File: src/rtl/npu_out_drain.sv
// npu_out_drain: pulls byte pairs from the NPU output FIFO and
// presents them as 16-bit words with frame position tracking.
module npu_out_drain #(
  parameter int FRAME_WORDS = 4
) (
  input  logic        CLKEXT,
  input  logic        RST_GLO_N,
  input  logic        EN_DRAIN,
  input  logic        CLR_DRAIN,
  input  logic        EMPTY,
  input  logic [7:0]  FIFO_DATA,
  output logic        RD_EN,
  output logic [15:0] WORD_OUT,
  output logic        WORD_VALID,
  input  logic        WORD_READY,
  output logic [1:0]  WORD_IDX,
  output logic        FRAME_LAST,
  output logic [7:0]  FRAME_CNT,
  output logic        BUSY
);

  typedef enum logic [2:0] {
    IDLE,
    RD_HI,
    CAP_HI,
    RD_LO,
    CAP_LO,
    OUT
  } state_t;

  localparam logic [1:0] LAST_IDX = 2'(FRAME_WORDS - 1);

  state_t     state;
  logic [7:0] hi_byte;

  // Read strobe must follow EMPTY in the same cycle, so it is decoded
  // from state; a pending clear blocks it so no byte is lost.
  assign RD_EN = !CLR_DRAIN && !EMPTY &&
                 ((state == RD_HI && EN_DRAIN) ||
                  state == RD_LO);

  assign BUSY = (state != IDLE);

  // Drain sequencer: read high byte, read low byte, hold word.
  always_ff @(posedge CLKEXT or negedge RST_GLO_N) begin
    if (!RST_GLO_N) begin
      state      <= IDLE;
      hi_byte    <= '0;
      WORD_OUT   <= '0;
      WORD_VALID <= 1'b0;
      WORD_IDX   <= '0;
      FRAME_LAST <= 1'b0;
      FRAME_CNT  <= '0;
    end else if (CLR_DRAIN) begin
      state      <= IDLE;
      hi_byte    <= '0;
      WORD_OUT   <= '0;
      WORD_VALID <= 1'b0;
      WORD_IDX   <= '0;
      FRAME_LAST <= 1'b0;
      FRAME_CNT  <= '0;
    end else begin
      unique case (state)
        IDLE: begin
          if (EN_DRAIN) state <= RD_HI;
        end
        RD_HI: begin
          if (!EN_DRAIN) state <= IDLE;
          else if (!EMPTY) state <= CAP_HI;
        end
        CAP_HI: begin
          hi_byte <= FIFO_DATA;
          state   <= RD_LO;
        end
        RD_LO: begin
          if (!EMPTY) state <= CAP_LO;
        end
        CAP_LO: begin
          WORD_OUT   <= {hi_byte, FIFO_DATA};
          WORD_VALID <= 1'b1;
          FRAME_LAST <= (WORD_IDX == LAST_IDX);
          state      <= OUT;
        end
        OUT: begin
          if (WORD_READY) begin
            WORD_VALID <= 1'b0;
            FRAME_LAST <= 1'b0;
            if (WORD_IDX == LAST_IDX) WORD_IDX <= '0;
            else WORD_IDX <= WORD_IDX + 2'd1;
            if (FRAME_LAST) FRAME_CNT <= FRAME_CNT + 8'd1;
            state <= EN_DRAIN ? RD_HI : IDLE;
          end
        end
        default: state <= IDLE;
      endcase
    end
  end

endmodule

File: config.mk
export PLATFORM = sky130hd
export DESIGN_NAME = npu_out_drain
export DESIGN_NICKNAME = d
export VERILOG_FILES = /design/src/rtl/npu_out_drain.sv
export SDC_FILE = /design/constraint.sdc
export NUM_CORES = 1
export LEC_CHECK = 0
export ABC_AREA = 1
export CAP_MARGIN = 20
export CORE_ASPECT_RATIO = 0.5
export CORE_MARGIN = 4
export CORE_UTILIZATION = 51
export CTS_BUF_LIST = sky130_fd_sc_hd__clkbuf_8
export DETAILED_ROUTE_END_ITERATION = 16
export PLACE_DENSITY = 0.85
export SETUP_SLACK_MARGIN = 0.05
export SYNTH_ARGS = -nofsm -noshare
export SYNTH_HDL_FRONTEND = slang
export SYNTH_SLANG_ARGS = --single-unit
File: constraint.sdc
create_clock -name CLKEXT -period 1.7 [get_ports CLKEXT]
set_input_delay 0.425 -clock CLKEXT [delete_from_list [all_inputs] [get_ports CLKEXT]]
set_output_delay 0.425 -clock CLKEXT [all_outputs]
set_load 0.01 [all_outputs]
==> impl_metrics.tcl, run 1 <==
set metrics [dict create \
    avgSynthCellArea_sq_um 8.14 \
    totalWireLength_mm 6.16 \
    syn_inst 241 \
    required_ns 1.27 \
    finClkSkew_ns 0.00528 \
    synth_nets 257 \
    fin_ws_ns -0.0981 \
    num_vias 2042 \
    yosys_warnings 0 \
    tritoncts "done" \
    design_area_sq_um 2820 \
    violations "setup timing" \
    fillCellCount 218 \
    crit_slowest_cell "dfrtp_2" \
    max_freq_mhz 556 \
    mappedNetlistArea_sq_um 1960 \
    synth_cell_types 23 \
    crit_chain "nor2_4 > nand2_2 > nand2_2 > nand2_1 > nor2_1 > buf_2" \
    synth-edff-count 0 \
    die_h_um 51.9 \
    num-nets-final 331 \
    grt_max_degree 35 \
    status "finished with violations" \
    fp-row-count 15 \
    synth_top_cell_area_share_pct 49.7 \
    synth_top_family_by_area "simple AND/OR/NAND/NOR gates" \
    yosysMostFrequentCell "nand2_1" \
    placed_cells 344 \
    portBuffers 43 \
    p_leak_uw 0.00166 \
    ir_worst_vdd_mv 0.510 \
    fin_crit_sh_pct 106 \
    pwr-share-clk_pct 28.5 \
    area_growth_pct 43.8 \
    cts_inserted_buffers 5 \
    synth-seq-cells 39 \
    drc 0 \
    synth_xor_area_share_pct 0.446 \
    synth_common_cells "68 x nand2_1, 39 x dfrtp_1, 29 x inv_1, 29 x nand3_1, 23 x nor2_1" \
    slew_violations 0 \
    crit_arrival_ns 1.37 \
    cts_hold_buf 0 \
    initial_utilization_pct 55.0 \
    grt_overflow 0 \
    diodes 0 \
    intPower_uw 1540 \
    synth_mux_area_share_pct 0 \
    cts_sinks 39 \
    worstSetupPathType "flop to output pin" \
    setup_violations 1 \
    critPathBufInv 1 \
    end_kind "output pin" \
    synth_area_leaders "dfrtp_1 50%, nand2_1 13%, nand3_1 7.4%" \
    crit_path_max_fanout 4 \
    combPwrFrac_pct 26.5 \
    cp_top_family "flip-flops" \
    clockBufferDepth 2 \
    place_area_sq_um 2530 \
    final_cells 366 \
    pin_count 44 \
    finalHoldWorstSlack_ns 0.0557 \
    ys_seq_area_share_pct 49.7 \
    first_iter_violations 137 \
    tightest_slew_ns 0.458 \
    antenna_found_initial 0 \
    drive_gt1_share_pct 23.8 \
    rsz0062_at_grt "true" \
    clockRootBuffer "clkbuf_8" \
    synthSimpleGateAreaFrac_pct 28.1 \
    seqPwrFrac_pct 45.0 \
    synth_compound_area_share_pct 11.0 \
    grt_pass1_vias 1792 \
    ant_nets 0 \
    globalRouteTotalUtil_pct 23.9 \
    maxCapViolCount 0 \
    post-synth-top-area-cell "dfrtp_1" \
    core_sq_um 3570 \
    path_clk_slew_ns 0.08 \
    p_sw_uw 735 \
    dr.pass1.iters 5 \
    max_stage_delay_ns 0.46 \
    clk_latency_ns 0.30 \
    place_congestion 0.885 \
    finalPower_uw 2270 \
    h-tree-depth 2 \
    power_density_nw_per_um2 806 \
    hold_viol_final 0 \
    post_drt_via_cell_ratio 5.58 \
    synthArstFlopShare_pct 100 \
    fp.dieArea_sq_um 4960 \
    critPathLaunchType "flop" \
    maxSlewHeadroom_pct 69.4 \
    die_w_um 95.7 \
    synth_ff_type "dfrtp_1" \
    wl_per_cell_um 16.8 \
    synthAdderAreaFrac_pct 1.28 \
    p_sw_share_pct 32.3 \
    grt_pass1_wl_mm 8.70 \
    cpMostUsedCell "nand2_2" \
    hold_path.class "input port to asynchronous set/reset pin" \
    layout_min_cycle_time_ns 1.80 \
    dp_hpwl_mm 3.18 \
]
==> sequential cells by signal, indices dropped and copies added, names as in the netlist <==
register	count
FRAME_CNT	8
FRAME_LAST	1
WORD_IDX	2
WORD_OUT	16
WORD_VALID	1
hi_byte	8
state	3
==> metrics by stage <==
| step | setup TNS, ns | util, % | worst slack [ns] |
|---|---|---|---|
| after floorplan | 0 | - | 0.238 |
| after detailed placement | -5.83 | 70.9 | -0.601 |
| after CTS | -0.0212 | 75.6 | -0.0212 |
| after global placement | -5.40 | 70.9 | -0.564 |
| after global routing | -0.171 | 79.1 | -0.135 |
| final | -0.0981 | 79.1 | -0.0981 |
==> routing by layer <==
layer	up-vias	share of wire, %	global-route usage (%)
li1	921	-	-
met1	976	39	29.2
met2	115	50	39.8
met3	30	7.2	5.64
met4	0	4.5	12.7
met5	-	0	0
==> worst paths after layout <==
check / start / endpoint / slack (ns) / depth (start not counted)
min in group CLKEXT: WORD_VALID / WORD_VALID / 0.51 / 2
worst max-delay path: state[2] / RD_EN / -0.1 / 6
max in group asynchronous: RST_GLO_N / state[2] / 1.16 / 2
worst min register to register: WORD_VALID / WORD_VALID / 0.51 / 2
worst max register to register: state[0] / state[1] / 0.09 / 10
worst min-delay path: RST_GLO_N / hi_byte[1] / 0.06 / 1
==> cell families (layout without fill, tap and decap cells) <==
logic type / Yosys count / after routing
simple gates: 128 / 128
flops: 39 / 39
buf+inv: 39 / 112
compound gates: 32 / 33
fa+ha+maj: 2 / 2
xor+xnor: 1 / 1
==> final cells by class <==
class	count	area, sq um	area share (%)
flip-flops and latches	39	980	34.7
multi-input cells	164	867	30.7
repair buffers	75	713	25.3
inverters	30	115	4.08
clock buffers	5	68.8	2.44
well taps	51	63.8	2.26
clock inverters	2	13.8	0.488
==> power by group through the flow <==
| stage | combinational, uW | clock, uW | sequential (uW) |
|---|---|---|---|
| 2_1_floorplan | 204 | 0 | 1050 |
| 3_3_place_gp | 432 | 0 | 1040 |
| 4_1_cts | 504 | 626 | 1010 |
| 5_1_grt | 649 | 693 | 1030 |
| 3_5_place_dp | 444 | 0 | 1040 |
| 6_report | 601 | 648 | 1020 |
==> timing repair <==
action                     in CTS  in global routing
buffers inserted               12                  4
pin swaps                       2                 10
cloned                          0                  1
setup endpoints to repair      26                 25
hold endpoints to repair        0                  0
gates resized for setup        23                 36
==> cell usage in the layout, fill, tap and decap left out, types with 9 or more instances in the layout <==
cell type,Yosys,final
buf_4,2,29
o21ai_0,15,14
dlymetal6s2s_1,0,14
dfrtp_1,39,36
nand2_1,68,61
nor2_1,23,18
inv_1,29,27
nand2_2,2,9
clkdlybuf4s50_1,0,16
nand3_1,29,28
dlygate4sd2_1,0,10
Note: power is estimated with default switching activity, not from simulation.
==> run 2, diff against run 1 <==
- CORE_UTILIZATION: 51 -> 35
- PLACE_DENSITY: 0.85 -> not set
- PLACE_DENSITY_LB_ADDON: not set -> 0.2
==> impl_metrics.tcl, run 2 (synthesis gave the netlist of run 1 again) <==
set metrics [dict create \
    status "finished clean" \
    grt_pass1_vias 1682 \
    clk_latency_ns 0.29 \
    layout_min_cycle_time_ns 1.68 \
    antenna_found_initial 0 \
    maxCapViolCount 0 \
    top_regs "WORD_OUT: 16 flops, FRAME_CNT: 8 flops, hi_byte: 8 flops" \
    totalWireLength_mm 4.66 \
    final_util_pct 53.4 \
    post_drt_via_cell_ratio 4.76 \
    reg2reg_depth 8 \
    hold_viol_final 0 \
    clockBufferDepth 2 \
    worstSetupPathType "flop to output pin" \
    cts_inserted_buffers 5 \
    num_vias 1808 \
    die_w_um 114 \
    fp-row-count 18 \
    finalSetupTns_ns 0 \
    final_common_cell "nand2_1" \
    regArea_sq_um 977 \
    place_congestion 0.794 \
    regMostFlops "WORD_OUT" \
    core_sq_um 5160 \
    fin_ws_ns 0.0197 \
    path_clk_slew_ns 0.08 \
    dp_hpwl_mm 3.28 \
    area_growth_pct 40.5 \
    ant_nets 0 \
    grt_overflow 0 \
    clockRootBuffer "clkbuf_8" \
    wl_per_cell_um 12.3 \
    rsz0062_at_grt "true" \
    slew_violations 0 \
    initial_utilization_pct 38.0 \
    num-nets-final 325 \
    required_ns 1.27 \
    drive_gt1_share_pct 19.7 \
    crit_path_max_fanout 3 \
    cts_hold_buf 0 \
    final_cells 380 \
    cpMostUsedCell "nand2_2" \
    hold_path.class "input port to asynchronous set/reset pin" \
    tightest_slew_ns 0.506 \
    crit_slowest_cell "dfrtp_1" \
    p_leak_uw 0.00157 \
    tritoncts "done" \
    power_density_nw_per_um2 798 \
    pin_count 44 \
    grt_max_degree 40 \
    fp.dieArea_sq_um 6940 \
    placed_cells 363 \
    grt_pass1_wl_mm 7.51 \
    finalHoldWorstSlack_ns 0.182 \
    crit_chain "inv_2 > nor2_4 > nand2_2 > nand2_2 > nand2_1 > nor2_1 > buf_2" \
    dp_slack_ns -0.606 \
    diodes 0 \
    portBuffers 43 \
    cts_sinks 39 \
    h-tree-depth 2 \
    finClkSkew_ns 0.00501 \
    largest_reg_flops 16 \
    setup_violations 0 \
    first_iter_violations 77 \
    drc 0 \
    crit_arrival_ns 1.26 \
    fillCellCount 485 \
    dr.pass1.iters 4 \
    die_h_um 60.9 \
    end_kind "output pin" \
    globalRouteTotalUtil_pct 13.7 \
    layout_common_cells "65 x nand2_1, 38 x dfrtp_1, 29 x nand3_1" \
    critPathLaunchType "flop" \
    max_freq_mhz 595 \
    maxSlewHeadroom_pct 66.3 \
    ir_worst_vdd_mv 0.310 \
    fin_crit_sh_pct 98.8 \
    multi_input_area_sq_um 827 \
    max_stage_delay_ns 0.41 \
]
run 2: cell types whose count changed in the layout (fill, tap and decap cells not counted), moves of 3 or more:
cell / previous run / this run
buf_4: 29 / 25
nand2_2: 9 / 5
dlygate4sd2_1: 10 / 7
nand2_1: 61 / 65
clkdlybuf4s50_1: 16 / 21
run 2: worst max-delay path: cells and delay by family (launching register included):
kind / cells / cell delay, ns
DFF: 1 / 0.41
and+or+nand+nor: 5 / 0.37
buffers and inverters: 2 / 0.20
run 2: area by class of cell:
type	instances	area share [%]
clock buffer	6	3.00
clock inverter	2	0.590
inverter	30	4.18
multi-input combinational	163	30.0
sequential	39	35.5
tap	70	3.18
timing repair buffer	70	23.6
run 2: report_power, final:
group / leakage, uW / internal (uW) / switching, uW
clock network: 0.0000474 / 331 / 342
registers: 0.000537 / 979 / 39.3
logic: 0.000986 / 243 / 265
run 2: final timing paths:
check                            from           end  slack, ns
max reg2reg                  state[0]  WORD_OUT[15]       0.19
min in group CLKEXT        WORD_VALID    WORD_VALID       0.50
max in group asynchronous   RST_GLO_N      state[0]       1.14
max                          state[1]         RD_EN       0.02
min                         RST_GLO_N    hi_byte[5]       0.18
min reg2reg                WORD_VALID    WORD_VALID       0.50
run 2: per-stage QoR:
step,total power [uW],instance area (sq um)
global placement,1480,2540
detailed placement,1490,2540
CTS,2180,2690
finish,2200,2760
floorplan,1260,1960
global route,2330,2760
run 2: routing by layer:
metal	GRT usage, %	share of wire, %
met1	17.7	48
met2	23.3	46
met3	3.78	5.2
met4	3.72	1.1
met5	0	0
run 2: timing repair:
| item | 4_1_cts | 5_1_grt |
|---|---|---|
| buffers inserted | 7 | 2 |
| setup endpoints to repair | 28 | 15 |
| pin swaps | 3 | 2 |
| resized for setup | 20 | 21 |
==> run 3, diff against run 2 <==
- DONT_BUFFER_PORTS: not set -> 1
==> impl_metrics.tcl, run 3 (synthesis gave the netlist of run 1 again) <==
set metrics [dict create \
    status "finished clean" \
    place_congestion 0.748 \
    ir_worst_vdd_mv 0.375 \
    clockBufferDepth 2 \
    core_sq_um 5160 \
    initial_utilization_pct 38.0 \
    hold_path.class "input port to flop" \
    grt_overflow 0 \
    crit_arrival_ns 1.20 \
    required_ns 1.27 \
    final_common_cell "nand2_1" \
    max_freq_mhz 614 \
    r2r_start "state[2]" \
    end_kind "output pin" \
    critPathLaunchType "flop" \
    fp-row-count 18 \
    path_clk_slew_ns 0.08 \
    grt_pass1_wl_mm 7.67 \
    wl_per_cell_um 14.1 \
    cp_top_family "simple AND/OR/NAND/NOR gates" \
    worstSetupPathType "flop to output pin" \
    die_w_um 114 \
    pin_count 44 \
    finClkSkew_ns 0.00273 \
    clk_latency_ns 0.29 \
    layout_common_cells "64 x nand2_1, 37 x dfrtp_1, 29 x nand3_1" \
    design_area_sq_um 2230 \
    dr.pass1.iters 4 \
    hold_viol_final 0 \
    globalRouteTotalUtil_pct 14.2 \
    cts_sinks 39 \
    crit_chain "nor2_4 > nand2_2 > nand2_2 > nand2_2 > nor2_4" \
    post_drt_via_cell_ratio 4.93 \
    ant_nets 0 \
    grt_pass1_vias 1599 \
    top_regs "WORD_OUT: 16 flops, FRAME_CNT: 8 flops, hi_byte: 8 flops" \
    critPathBufInv 0 \
    dp_hpwl_mm 3.11 \
    num_vias 1587 \
    maxCapViolCount 0 \
    grt.busiest_layer "met2" \
    crit_path_max_fanout 3 \
    place_area_sq_um 2010 \
    diodes 0 \
    regMostFlops "WORD_OUT" \
    grt_util_met1_pct 17.5 \
    p_leak_uw 0.00110 \
    first_iter_violations 66 \
    antenna_found_initial 0 \
    drc 0 \
    max_stage_delay_ns 0.45 \
    portBuffers 0 \
    crit_start "state[2]" \
    totalWireLength_mm 4.53 \
    grt_max_degree 40 \
    drive_gt1_share_pct 17.9 \
    rsz0062_at_grt "true" \
    maxSlewHeadroom_pct 67.8 \
    fin_crit_sh_pct 95.7 \
    power_density_nw_per_um2 959 \
    largest_reg_flops 16 \
    area_growth_pct 13.8 \
    setup_violations 0 \
    tritoncts "done" \
    fp.dieArea_sq_um 6940 \
    num-nets-final 268 \
    crit_slowest_cell "dfrtp_2" \
    h-tree-depth 2 \
    cpMostUsedCell "nand2_2" \
    clockRootBuffer "clkbuf_8" \
    min_from "CLR_DRAIN" \
    cts_inserted_buffers 5 \
    finalSetupTns_ns 0 \
    slew_violations 0 \
    die_h_um 60.9 \
    grt_util_met3_pct 4.78 \
    layout_min_cycle_time_ns 1.63 \
    tightest_slew_ns 0.481 \
    grt_use_met2_pct 23.8 \
]
[run 3: path summary, 6_finish.rpt]
kind                                 to  slack, ns  cells past startpoint
min reg2reg                WORD_OUT[15]       0.53                      2
min in group asynchronous    hi_byte[4]       0.58                      2
min                         WORD_OUT[9]       0.22                      1
max in group asynchronous      state[0]       0.90                      2
max reg2reg                  WORD_VALID       0.18                      7
max                               RD_EN       0.07                      5
[run 3: repair_timing]
action / CTS / global route
hold buffers: 2 / 0
hold endpoints to repair: 39 / 0
resized for setup: 9 / 5
setup endpoints to repair: 1 / 1
buffers inserted: 5 / 2
pin swaps: 4 / 5
[run 3: metal layers]
layer | vias up | routed length [um]
li1 | 787 | -
met5 | - | 0
met1 | 754 | 2090
met3 | 9 | 284
met4 | 0 | 87
met2 | 37 | 2060
[run 3: report_power, final]
part	switching, uW	internal (uW)	total (uW)
Sequential	69.2	979	1050
Combinational	201	120	321
Clock	343	429	772
[run 3: worst register-to-register path, cell delays in order (launching register included)]
cell,delay (ns)
dfrtp_2,0.45
buf_4,0.15
buf_4,0.13
nand2_2,0.20
inv_1,0.15
o21ai_0,0.25
nand2_1,0.08
nand2_1,0.06
[run 3: area by class of cell]
class	count	area, sq um
clock buffer	5	68.8
clock inverter	2	37.5
fill	524	2930
inverter	30	115
multi-input combinational	163	832
sequential	39	978
tap	70	87.6
timing repair buffer	13	113
[run 3: per-stage QoR]
step                cells  worst slack (ns)  hold slack (ns)  power (uW)  util (%)
floorplan             241             0.238            0.129        1260         -
global placement      306             0.254            0.131        1290      39.0
detailed placement    306             0.194            0.131        1300      39.0
CTS                   320            0.0561            0.221        2140      42.7
global route          322            0.0150            0.208        2270      43.3
finish                322            0.0724            0.224        2140      43.3
